### config.mk
export PLATFORM = sky130hd
export DESIGN_NAME = mips32_ifetch
export DESIGN_NICKNAME = d
export VERILOG_FILES = /design/src/rtl/mips32_ifetch.sv
export SDC_FILE = /design/constraint.sdc
export NUM_CORES = 1
export LEC_CHECK = 0
export ABC_AREA = 0
export BUFFER_PORTS_ARGS = -buffer_cell sky130_fd_sc_hd__buf_4
export CORE_ASPECT_RATIO = 1.75
export CORE_UTILIZATION = 60
export CTS_BUF_LIST = sky130_fd_sc_hd__clkbuf_8
export CTS_CLUSTER_SIZE = 14
export DETAILED_ROUTE_END_ITERATION = 10
export PLACE_DENSITY = 0.84
export SLEW_MARGIN = 30
export SYNTH_ARGS = -nofsm -noshare
export SYNTH_HDL_FRONTEND = slang
export SYNTH_SLANG_ARGS = --single-unit
### constraint.sdc
create_clock -name clk -period 4.8 [get_ports clk]
set_clock_uncertainty 0.2 [all_clocks]
set_input_delay 0.96 -clock clk [delete_from_list [all_inputs] [get_ports clk]]
set_output_delay 0.96 -clock clk [all_outputs]
set_load 0.01 [all_outputs]
### src/rtl/mips32_ifetch.sv
// Instruction fetch stage for the mips32 core: fetch PC, imem request/response
// handling and a small instruction queue with redirect flush.
module mips32_ifetch #(
    parameter int               WIDTH    = 32,
    parameter logic [WIDTH-1:0] RESET_PC = '0,
    parameter int               QDEPTH   = 4
) (
    input  logic             clk,
    input  logic             rst,
    output logic             imem_req,
    output logic [WIDTH-1:0] imem_addr,
    input  logic             imem_gnt,
    input  logic             imem_rvalid,
    input  logic [WIDTH-1:0] imem_rdata,
    output logic [WIDTH-1:0] instr,
    output logic [WIDTH-1:0] instr_pc,
    output logic             instr_valid,
    input  logic             instr_ready,
    input  logic             redirect,
    input  logic [WIDTH-1:0] redirect_pc
);
    localparam int AW = $clog2(QDEPTH);
    localparam int CW = AW + 1;

    logic [WIDTH-1:0] fetchPc;
    logic [WIDTH-1:0] respPc;
    logic [WIDTH-1:0] redirPc;
    logic [CW-1:0]    outstanding;
    logic [CW-1:0]    drop;
    logic [CW-1:0]    count;
    logic [CW:0]      credit;
    logic [AW-1:0]    rdPtr;
    logic [AW-1:0]    wrPtr;
    logic [WIDTH-1:0] qInstr [QDEPTH];
    logic [WIDTH-1:0] qPc    [QDEPTH];
    logic             xfer;
    logic             keep;
    logic             dropRsp;
    logic             pop;

    // Requests only while a queue slot is reserved for every kept response.
    assign credit    = {1'b0, outstanding} + {1'b0, count};
    assign imem_req  = !rst && !redirect && (credit < (CW+1)'(QDEPTH));
    assign imem_addr = fetchPc;

    assign xfer    = imem_req && imem_gnt;
    assign dropRsp = imem_rvalid && (drop != '0);
    assign keep    = imem_rvalid && (drop == '0) && !redirect;
    assign pop     = instr_valid && instr_ready && !redirect;
    assign redirPc = {redirect_pc[WIDTH-1:2], 2'b00};

    assign instr_valid = (count != '0);
    assign instr       = qInstr[rdPtr];
    assign instr_pc    = qPc[rdPtr];

    always_ff @(posedge clk) begin
        if (rst) begin
            fetchPc     <= RESET_PC;
            respPc      <= RESET_PC;
            outstanding <= '0;
            drop        <= '0;
            count       <= '0;
            rdPtr       <= '0;
            wrPtr       <= '0;
        end else if (redirect) begin
            fetchPc     <= redirPc;
            respPc      <= redirPc;
            outstanding <= '0;
            // Everything still in flight becomes stale; one may land now.
            drop        <= drop + outstanding - CW'(imem_rvalid);
            count       <= '0;
            rdPtr       <= '0;
            wrPtr       <= '0;
        end else begin
            if (xfer)
                fetchPc <= fetchPc + WIDTH'(4);
            if (keep) begin
                respPc <= respPc + WIDTH'(4);
                wrPtr  <= wrPtr + AW'(1);
            end
            if (pop)
                rdPtr <= rdPtr + AW'(1);
            outstanding <= outstanding + CW'(xfer) - CW'(keep);
            drop        <= drop - CW'(dropRsp);
            count       <= count + CW'(keep) - CW'(pop);
        end
    end

    always_ff @(posedge clk) begin
        if (keep) begin
            qInstr[wrPtr] <= imem_rdata;
            qPc[wrPtr]    <= respPc;
        end
    end
endmodule

==> results of run 1 <==
==> power breakdown <==
| group | leakage, nW | internal (mW) | switching (mW) |
|---|---|---|---|
| Clock | 0.443 | 0.836 | 0.930 |
| Combinational | 1.98 | 0.248 | 0.239 |
| Sequential | 2.88 | 3.13 | 0.0886 |
| Total | 5.30 | 4.21 | 1.26 |
==> final cells by class <==
cell class	instances	area share [%]
sequential	323	58.8
multi-input combinational	405	25.1
timing repair buffer	175	8.79
clock buffer	43	3.89
tap	252	2.07
clock inverter	33	0.912
inverter	18	0.444
==> worst paths after layout <==
check | start | to | slack, ns
hold reg to reg | wrPtr[1]$_SDFFE_PP0P_ | wrPtr[1]$_SDFFE_PP0P_ | 0.31
setup / recovery | flip-flop | instr_pc[8] | 1.07
hold / removal | wrPtr[1]$_SDFFE_PP0P_ | wrPtr[1]$_SDFFE_PP0P_ | 0.31
setup reg to reg | outstanding[2]$_SDFF_PP0_ | outstanding[2]$_SDFF_PP0_ | 1.66
==> placed cells by master (no fill, tap or decap), types with 4 or more instances in the layout <==
master and count:
o21a_1 25, and3_1 11, conb_1 4, and3_2 4, nand2_1 20, nor3_1 7, nor2_1 30, o21ai_0 8
inv_1 37, xor2_1 34, clkbuf_8 43, xnor2_1 30, and4_1 8, ha_1 17, edfxtp_1 248, mux4_2 62
nand4_1 28, and2_1 8, dfxtp_1 73, a21oi_1 11, a211oi_1 5, buf_4 173, clkinv_1 7, nand3_1 26
a21boi_0 36, nor4_1 5
==> metrics by stage <==
stage | cells | area (um2) | hold WS (ns) | setup WS (ns) | power, mW
final | 1249 | 15200 | 0.312 | 1.07 | 5.47
after global routing | 1249 | 15200 | 0.331 | 0.869 | 5.67
after CTS | 1249 | 15200 | 0.306 | 0.958 | 5.52
after detailed placement | 1173 | 14500 | 0.297 | 1.22 | 3.76
after global placement | 1173 | 14500 | 0.289 | 1.26 | 3.74
after floorplan | 782 | 13000 | 0.269 | 0.865 | 3.53
==> cell usage after synthesis, types with 8 or more instances <==
master	instances
and3_1	15
and2_1	8
inv_1	16
edfxtp_1	248
xnor2_1	30
dfxtp_1	75
a21oi_1	11
and4_1	8
o21ai_0	8
a21boi_0	36
nand3_1	26
nor2_1	30
xor2_1	34
clkbuf_1	22
nand2_1	20
ha_1	17
mux4_2	62
nand4_1	28
o21a_1	25
==> worst max-delay path: cells and delay by family, from the launching register on <==
family                 cells  cell delay [ns]
buffers and inverters      2             0.56
DFF                        1             0.89
muxes                      1             0.57
==> routing by layer <==
| metal | wire (um) | track usage [%] | up-vias | share of wire [%] |
|---|---|---|---|---|
| li1 | - | - | 3410 | - |
| met1 | 9230 | 27.0 | 3673 | 37 |
| met2 | 13600 | 41.1 | 268 | 55 |
| met3 | 1290 | 3.44 | 52 | 5.2 |
| met4 | 836 | 11.6 | 0 | 3.3 |
| met5 | 0 | 0 | - | 0 |
==> registers in the layout, indices dropped and copies added, names as in the netlist, named ones only <==
| register | count |
|---|---|
| imem_addr | 30 |
| wrPtr | 2 |
| qInstr | 128 |
| rdPtr | 2 |
| respPc | 30 |
| drop | 3 |
| outstanding | 3 |
| count | 3 |
| qPc | 120 |
==> cells by family (layout without fill, tap and decap cells) <==
family / Yosys count / count (layout) / share of synthesized area [%]
AOI/OAI and AO/OA: 95 / 95 / 5.15
other: 1 / 4 / 0.0289
adders and majority gates: 20 / 20 / 2.10
and+or+nand+nor: 159 / 159 / 6.83
muxes: 63 / 63 / 10.8
DFF: 323 / 323 / 69.0
buffers and inverters: 54 / 269 / 1.76
xor gates and xnor gates: 64 / 64 / 4.32
==> run_results.csv, run 1 <==
group,metric,value,unit
clock_tree,clockRootBuffer,"clkbuf_8",
yosys,synth_area,13000,um2
yosys,synth_top_area_share,57.4,%
power_and_ir_drop,power.density,359,nW/um2
sta,drv_slew,0,
sta,period_share,77.8,%
detailed_routing,first_iter_violations,494,
setup_path,cpMaxStageDelayCell,"dfxtp_4",
yosys,yosys_warnings,0,
detailed_routing,routed_wl,25000,um
clock_tree,cts_tree,"yes",
setup_path,critPathRequiredTime,3.64,ns
yosys,synthCells,779,
yosys,synth_edf_count,248,
final_layout,num-fill-cells,1342,
yosys,synth_area_leader_cell,"edfxtp_1",
sta,tightest_slew,1.05,ns
detailed_routing,ant_nets,0,
setup_path,worst_setup_path_start_kind,"flip-flop",
placement,io_buffers,161,
sta,slew_headroom,29.1,%
sta,min_period,3.73,ns
floorplanning,die_area,22200,um2
detailed_routing,route.detailed.drc,0,
floorplanning,initial_core_util,61.7,%
floorplanning,core,21000,um2
global_routing,antenna_found_initial,0,
power_and_ir_drop,irDropWorstVdd,0.239,mV
global_routing,grt_max_degree,74,
yosys,syn_area_per_cell,16.7,um2
yosys,ys_ff_latch,323,
sta,setup_viol_count_final,0,
final_layout,num_antenna_cells,0,
sta,rsz0062_at_grt,"no",
floorplanning,io_pins,168,
setup_path,worstSetupEndpointType,"output port",
run_status,status,"finished clean",
clock_tree,cts.sinks,323,
clock_tree,post-cts-setup-buffers,0,
sta,fin_tns_setup,0,ns
placement,dpl.hpwl,16500,um
detailed_routing,vias,7403,
power_and_ir_drop,power.leakage,5.30,nW
final_layout,syn_to_final_growth,17.4,%
final_layout,register_area,8950,um2
floorplanning,rows,70,
detailed_routing,dr.pass1.iters,5,
setup_path,path_common_cell,"buf_4",
sta,max_freq,268,MHz
setup_path,worst-r2r-cell-count,12,
final_layout,multiInputGateArea,3820,um2
final_layout,layout-drive-gt1-share,30.1,%
final_layout,fin_util,72.4,%
global_routing,first_global_vias,7578,
clock_tree,postCtsHoldBufs,0,
clock_tree,htreeDepth,2,
job,maxCapViolations,0,
setup_path,path_class,"flip-flop to output port",
global_routing,overflow,0,
min_path,hold_class,"flip-flop to flip-flop",
clock_tree,clk_pin_slew,0.06,ns
clock_tree,cts.repair.resized,0,
clock_tree,clockBufferDepth,3,
floorplanning,die_w,113,um
final_layout,fin_nets,1056,
sta,hold_viol_final,0,
detailed_routing,vias_per_cell,5.93,
placement,routabilityCongestion,0.900,
floorplanning,dieHeight,197,um
clock_tree,cts-buffers-inserted,43,
setup_path,cp_data_arrival_time,2.57,ns
setup_path,path_cells,"buf_4 > mux4_2 > buf_4",
setup_path,cpPeakStageDelay,0.89,ns
clock_tree,clock_latency,0.55,ns
yosys,yosysUniqueCellTypes,45,
yosys,ys_top_cells_by_area,"edfxtp_1 (57%), dfxtp_1 (12%), mux4_2 (11%), xor2_1 (2.3%), a21boi_0 (2.1%)",
yosys,async_flop_share,0,%
global_routing,grt_first_pass_wirelength,39000,um
min_path,hold_depth,2,
setup_path,critPathMaxFanout,41,
global_routing,grtUsageTotal,23.1,%
detailed_routing,wire_per_inst,20.0,um
yosys,ys.flop_type,"edfxtp_1",
yosys,ys_seq_area_share,69.0,%
Note: power is estimated with default switching activity, not from simulation.
==> inputs of run 2 (changes only) <==
ABC_AREA = 1   (was 0)
CORE_UTILIZATION = 55   (was 60)
PLACE_DENSITY = 0.81   (was 0.84)
clock period = 3 ns   (was 4.8 ns; I/O delays follow)
==> run 2 against run 1 <==
Compared with the run above:
- combinational power increased by 69%
- synthesized cell count up 83%
- worst hold slack worse by 0.27 ns
- cell count grew 56%
- largest power group unchanged
- sequential share of layout area decreased by 5.1 points
- first-iteration DRC count increased by 140%
==> run_results.csv, run 2 <==
group,metric,value,unit
clock_tree,htreeDepth,2,
clock_tree,cts-buffers-inserted,45,
final_layout,top_register,"qInstr",
final_layout,layout-drive-gt1-share,16.3,%
yosys,ys_seq_area_share,63.4,%
setup_path,worst-r2r-cell-count,12,
setup_path,critPathMaxFanout,48,
detailed_routing,wire_per_inst,17.9,um
sta,max_freq,344,MHz
detailed_routing,route.detailed.drc,0,
floorplanning,dieHeight,214,um
yosys,yosys_warnings,0,
detailed_routing,routed_wl,34800,um
setup_path,crit_end,"instr_pc[17]",
min_path,hold_class,"input port to flip-flop",
setup_path,r2r_start,"outstanding[2]$_SDFF_PP0_",
power_and_ir_drop,irDropWorstVdd,0.340,mV
final_layout,syn_to_final_growth,18.0,%
clock_tree,clockBufferDepth,3,
final_layout,fin_nets,1685,
global_routing,overflow,0,
setup_path,critPathRequiredTime,2.20,ns
final_layout,num_antenna_cells,0,
yosys,yosysUniqueCellTypes,38,
detailed_routing,vias_per_cell,5.65,
setup_path,timing.rr.end,"outstanding[2]$_SDFF_PP0_",
detailed_routing,vias,11001,
sta,worst_hold_slack,0.0399,ns
power_and_ir_drop,power.leakage,6.33,nW
setup_path,path_common_cell,"buf_4",
run_status,status,"finished clean",
sta,min_period,2.90,ns
yosys,synth_area,14100,um2
detailed_routing,ant_nets,0,
yosys,async_flop_share,0,%
yosys,synth.cells.most_frequent,"nor2_1 (257), edfxtp_1 (248), nand2_1 (242), o21ai_0 (167), inv_1 (106)",
sta,hold_viol_final,0,
sta,tightest_slew,0.586,ns
clock_tree,clk_pin_slew,0.07,ns
setup_path,cpPeakStageDelay,0.41,ns
clock_tree,cts_tree,"yes",
final_layout,num-fill-cells,1948,
floorplanning,io_pins,168,
sta,rsz0062_at_grt,"no",
setup_path,r2r_setup_slack,0.39,ns
placement,io_buffers,161,
global_routing,antenna_found_initial,0,
setup_path,worst_setup_path_start_kind,"flip-flop",
setup_path,worstSetupEndpointType,"output port",
floorplanning,core,25200,um2
sta,fin_tns_setup,0,ns
final_layout,layout.cells.most_common,"nor2_1",
sta,slew_headroom,60.9,%
setup_path,path_class,"flip-flop to output port",
yosys,synth_top_area_share,52.7,%
power_and_ir_drop,power.density,559,nW/um2
sta,period_share,96.8,%
sta,final.setup.worst_slack,0.0958,ns
clock_tree,cts.sinks,323,
global_routing,grtUsageTotal,27.2,%
sta,setup_viol_count_final,0,
clock_tree,post-cts-setup-buffers,0,
detailed_routing,dr.pass1.iters,5,
placement,placed_area,15700,um2
global_routing,grt_first_pass_wirelength,55300,um
global_routing,first_global_vias,11130,
placement,dpl.hpwl,23000,um
floorplanning,rows,77,
yosys,syn_area_per_cell,9.91,um2
detailed_routing,first_iter_violations,1168,
yosys,synthCells,1425,
floorplanning,die_w,123,um
clock_tree,clockRootBuffer,"clkbuf_8",
floorplanning,die_area,26300,um2
setup_path,path_cells,"buf_4 > o21ai_0 > o22ai_1 > buf_4",
yosys,yosysMostFrequentCell,"nor2_1",
final_layout,layout_common_cells,"nor2_1 (253), edfxtp_1 (248), nand2_1 (242)",
placement,place_ws,0.321,ns
yosys,ys_ff_latch,323,
floorplanning,initial_core_util,55.9,%
final_layout,design_area,16700,um2
global_routing,grt_max_degree,89,
setup_path,cp_data_arrival_time,2.10,ns
final_layout,largest_reg_flops,128,
placement,routabilityCongestion,0.902,
job,maxCapViolations,0,
yosys,ys_top_cells_by_area,"edfxtp_1 (53%), dfxtp_1 (11%), nor2_1 (6.8%), nand2_1 (6.4%), o21ai_0 (5.9%)",
yosys,synth_area_leader_cell,"edfxtp_1",
yosys,synth_edf_count,248,
final_layout,reg_top3,"qInstr (128), qPc (120)",
sta,drv_slew,0,
yosys,ys.flop_type,"edfxtp_1",
setup_path,cpMaxStageDelayCell,"buf_4",
clock_tree,clock_latency,0.57,ns
-- run 2: cell types whose count changed after synthesis, sizes merged, moves of 23 or more --
cell,before,now
mux4,62,0
xnor2,30,7
o22ai,0,64
clkbuf,22,47
nand2,20,246
o21a,25,0
nand3,26,59
a21boi,39,0
o21ai,8,167
a21oi,11,53
nor2,30,260
inv,16,109
-- run 2: worst min-delay path by stage --
stage	depth (start not counted)	start	endpoint	slack, ns
after global routing	1	imem_rdata[2]	qInstr[3][2]$_DFFE_PP_	0.02
final	1	imem_rdata[16]	qInstr[2][16]$_DFFE_PP_	0.04
after detailed placement	2	rdPtr[1]$_SDFFE_PP0P_	flip-flop	0.26
after global placement	2	rdPtr[1]$_SDFFE_PP0P_	flip-flop	0.26
after floorplan	2	rdPtr[1]$_SDFFE_PP0P_	flip-flop	0.24
after CTS	1	imem_rdata[2]	qInstr[3][2]$_DFFE_PP_	0.009
-- run 2: what timing repair did --
item,4_1_cts,5_1_grt
gates resized for setup,1,0
hold buffers,1,0
setup endpoints to repair,2,0
endpoints found under the hold margin,2,0
-- run 2: cells by family after synthesis --
family          Yosys count  share of synthesized area, %
other cells               1                        0.0266
buf+inv                 176                          5.17
flops                   323                          63.4
compound gates          297                          11.3
simple gates            584                          16.8
xor+xnor                 24                          1.49
fa+ha+maj                20                          1.93
-- run 2: area by class of cell --
| cell class | count | area (um2) | share of cell area [%] |
|---|---|---|---|
| Clock inverter | 36 | 240 | 1.44 |
| Clock buffer | 48 | 661 | 3.97 |
| Tap cell | 316 | 395 | 2.37 |
| Inverter | 111 | 419 | 2.52 |
| Multi-Input combinational cell | 929 | 4480 | 26.9 |
| Sequential cell | 323 | 8950 | 53.7 |
| Timing Repair Buffer | 185 | 1510 | 9.05 |
-- run 2: worst max-delay path: cells and delay by family, from the launching register on --
| kind | cells | cell delay, ns |
|---|---|---|
| flops | 1 | 0.38 |
| compound gates | 2 | 0.54 |
| buf+inv | 2 | 0.61 |
-- run 2: metrics by stage --
stage,power [mW],util [%],std cells
floorplan,5.61,-,1428
global placement,5.97,62.4,1863
detailed placement,6.01,62.4,1863
CTS,9.36,66.0,1948
global route,9.66,66.0,1948
finish,9.31,66.0,1948
-- run 2: report_power, final --
part	switching (mW)	internal, mW
registers	0.132	4.97
clock network	1.63	1.75
logic	0.480	0.341
total	2.24	7.06
-- run 2: layer usage --
layer / global-route usage, % / share of wire, %
met4: 16.6 / 5.4
met3: 4.24 / 5.8
met1: 29.3 / 36
met5: 0 / 0
met2: 48.6 / 53
==> inputs of run 3 (changes only) <==
CORE_ASPECT_RATIO = 1.4   (was 1.75)
==> run 3 against run 2 <==
Compared with the run above:
- die area is essentially flat
- non-clock buffer count unchanged
- sequential power is essentially flat
- global-route usage down 1.6 points
- maximum frequency grew 1.5%
- register-to-register slack better by 0.08 ns
- final area shrank 0.14%
- total power down 1.2%
- sequential share of layout area rose by 0.077 points
- clock power fell by 3%
- sequential cell count unchanged
- largest power group unchanged
==> run_results.csv, run 3 (synthesis gave the netlist of run 2 again) <==
group,metric,value,unit
floorplanning,dieHeight,192,um
clock_tree,clock_latency,0.57,ns
sta,min_period,2.86,ns
power_and_ir_drop,p_switching,2.20,mW
floorplanning,rows,69,
floorplanning,core,25300,um2
detailed_routing,first_iter_violations,854,
clock_tree,postCtsHoldBufs,0,
sta,tightest_slew,0.579,ns
placement,place_ws,0.317,ns
setup_path,worst_setup_path_start_kind,"flip-flop",
setup_path,cpMaxStageDelayCell,"dfxtp_4",
setup_path,path_cells,"clkinv_2 > buf_16 > o21ai_0 > o22ai_1 > buf_4",
floorplanning,die_area,26300,um2
power_and_ir_drop,clock_power_share,35.8,%
floorplanning,io_pins,168,
final_layout,syn_to_final_growth,17.8,%
run_status,status,"finished clean",
global_routing,antenna_found_initial,0,
clock_tree,cts.sinks,323,
placement,io_buffers,161,
floorplanning,initial_core_util,55.8,%
final_layout,layout.cells.most_common,"nor2_1",
global_routing,grtUsageTotal,25.6,%
final_layout,fin_nets,1686,
detailed_routing,routed_wl,34200,um
final_layout,multiInputGateArea,4480,um2
clock_tree,clockBufferDepth,3,
final_layout,fin_util,65.8,%
global_routing,overflow,0,
global_routing,grt_first_pass_wirelength,51800,um
min_path,hold_class,"input port to flip-flop",
global_routing,first_global_vias,10615,
power_and_ir_drop,internal_power,6.99,mW
clock_tree,cts_tree,"yes",
sta,drv_slew,0,
detailed_routing,met2_length,17700,um
detailed_routing,vias,11061,
power_and_ir_drop,power.share.sequential,55.5,%
final_layout,layout-drive-gt1-share,16.4,%
clock_tree,htreeDepth,2,
placement,routabilityCongestion,0.917,
final_layout,design_area,16600,um2
sta,final.setup.worst_slack,0.138,ns
setup_path,critPathRequiredTime,2.20,ns
final_layout,num-fill-cells,1974,
sta,hold_viol_final,0,
detailed_routing,dr.pass1.iters,7,
setup_path,worstSetupEndpointType,"output port",
detailed_routing,top_layer_used,"met4",
sta,max_freq,349,MHz
power_and_ir_drop,power_frac_comb,8.7,%
sta,rsz0062_at_grt,"no",
detailed_routing,wire_per_inst,17.5,um
final_layout,largest_reg_flops,128,
sta,period_share,95.4,%
setup_path,cpPeakStageDelay,0.48,ns
power_and_ir_drop,power,9.19,mW
final_layout,register_area,8950,um2
setup_path,path_class,"flip-flop to output port",
global_routing,grt_max_degree,105,
floorplanning,die_w,137,um
setup_path,critPathBufInv,3,
power_and_ir_drop,irDropWorstVdd,0.360,mV
setup_path,crit_family,"buffers and inverters",
detailed_routing,ant_nets,0,
final_layout,num_antenna_cells,0,
setup_path,critPathMaxFanout,52,
power_and_ir_drop,power.leakage,6.35,nW
clock_tree,clockRootBuffer,"clkbuf_8",
setup_path,cp_data_arrival_time,2.06,ns
sta,setup_viol_count_final,0,
placement,dpl.hpwl,21400,um
clock_tree,clk_pin_slew,0.07,ns
detailed_routing,met1Wirelength,12600,um
detailed_routing,wl_met3,2480,um
clock_tree,cts-buffers-inserted,46,
sta,slew_headroom,61.4,%
detailed_routing,route.detailed.drc,0,
placement,placed_area,15700,um2
final_layout,layout_common_cells,"nor2_1 (253), edfxtp_1 (248), nand2_1 (242)",
power_and_ir_drop,power.density,553,nW/um2
detailed_routing,vias_per_cell,5.67,
final_layout,top_register,"qInstr",
job,maxCapViolations,0,
final_layout,reg_top3,"qInstr (128), qPc (120)",
power_and_ir_drop,power.share.switching,23.9,%
## run 3: cell types whose count changed in the layout (fill, tap and decap cells not counted), moves of 2 or more
cell	delta
clkinv_4	-2
clkinv_1	-7
buf_12	-4
clkbuf_8	+2
inv_1	+5
clkinv_2	+3
buf_4	+2
## run 3: area by class of cell
| class | count | area share [%] |
|---|---|---|
| clock buffers | 49 | 4.05 |
| clock inverters | 34 | 1.23 |
| well taps | 319 | 2.40 |
| flip-flops and latches | 323 | 53.8 |
| multi-input cells | 929 | 27.0 |
| repair buffers | 185 | 9.03 |
| inverters | 111 | 2.52 |
## run 3: what timing repair did
item                       CTS  global route
setup buffers                1             1
cloned                       0             1
setup endpoints to repair    2             1
resized for setup            1             0
## run 3: power groups by stage
| stage | sequential, mW | combinational (mW) | clock [mW] |
|---|---|---|---|
| 6_report | 5.10 | 0.801 | 3.29 |
| 5_1_grt | 5.11 | 0.893 | 3.52 |
| 4_1_cts | 5.10 | 0.799 | 3.34 |
| 3_5_place_dp | 5.19 | 0.795 | 0 |
| 3_3_place_gp | 5.18 | 0.774 | 0 |
| 2_1_floorplan | 5.16 | 0.444 | 0 |
## run 3: path summary, 6_finish.rpt
path / from / end / slack, ns / depth (start not counted)
worst max-delay path: flip-flop / instr_pc[24] / 0.14 / 5
worst min-delay path: imem_rdata[1] / qInstr[3][1]$_DFFE_PP_ / 0.04 / 1
worst max register to register: outstanding[2]$_SDFF_PP0_ / outstanding[2]$_SDFF_PP0_ / 0.47 / 12
worst min register to register: rdPtr[1]$_SDFFE_PP0P_ / rdPtr[1]$_SDFFE_PP0P_ / 0.30 / 2
## run 3: per-layer routing
metal  vias up  GRT usage (%)
met4         0           13.4
met1      5215           29.3
li1       5227              -
met2       512           45.9
met5         -              0
met3       107           3.69
## run 3: worst reg2reg max path: cells and delay by family (launching register included)
kind,cells,cell delay [ns]
adder cells (fa/ha/maj),4,1.08
flip-flops,1,0.39
AND/OR/NAND/NOR,5,0.39
XOR/XNOR,2,0.33
buffers and inverters,1,0.04
## run 3: through the flow
stage | hold slack (ns) | instances | TNS, ns
2_1_floorplan | 0.236 | 1428 | -112.72
3_3_place_gp | 0.274 | 1864 | 0
3_5_place_dp | 0.285 | 1864 | 0
4_1_cts | 0.00430 | 1948 | 0
5_1_grt | 0.00654 | 1950 | 0
6_report | 0.0364 | 1950 | 0
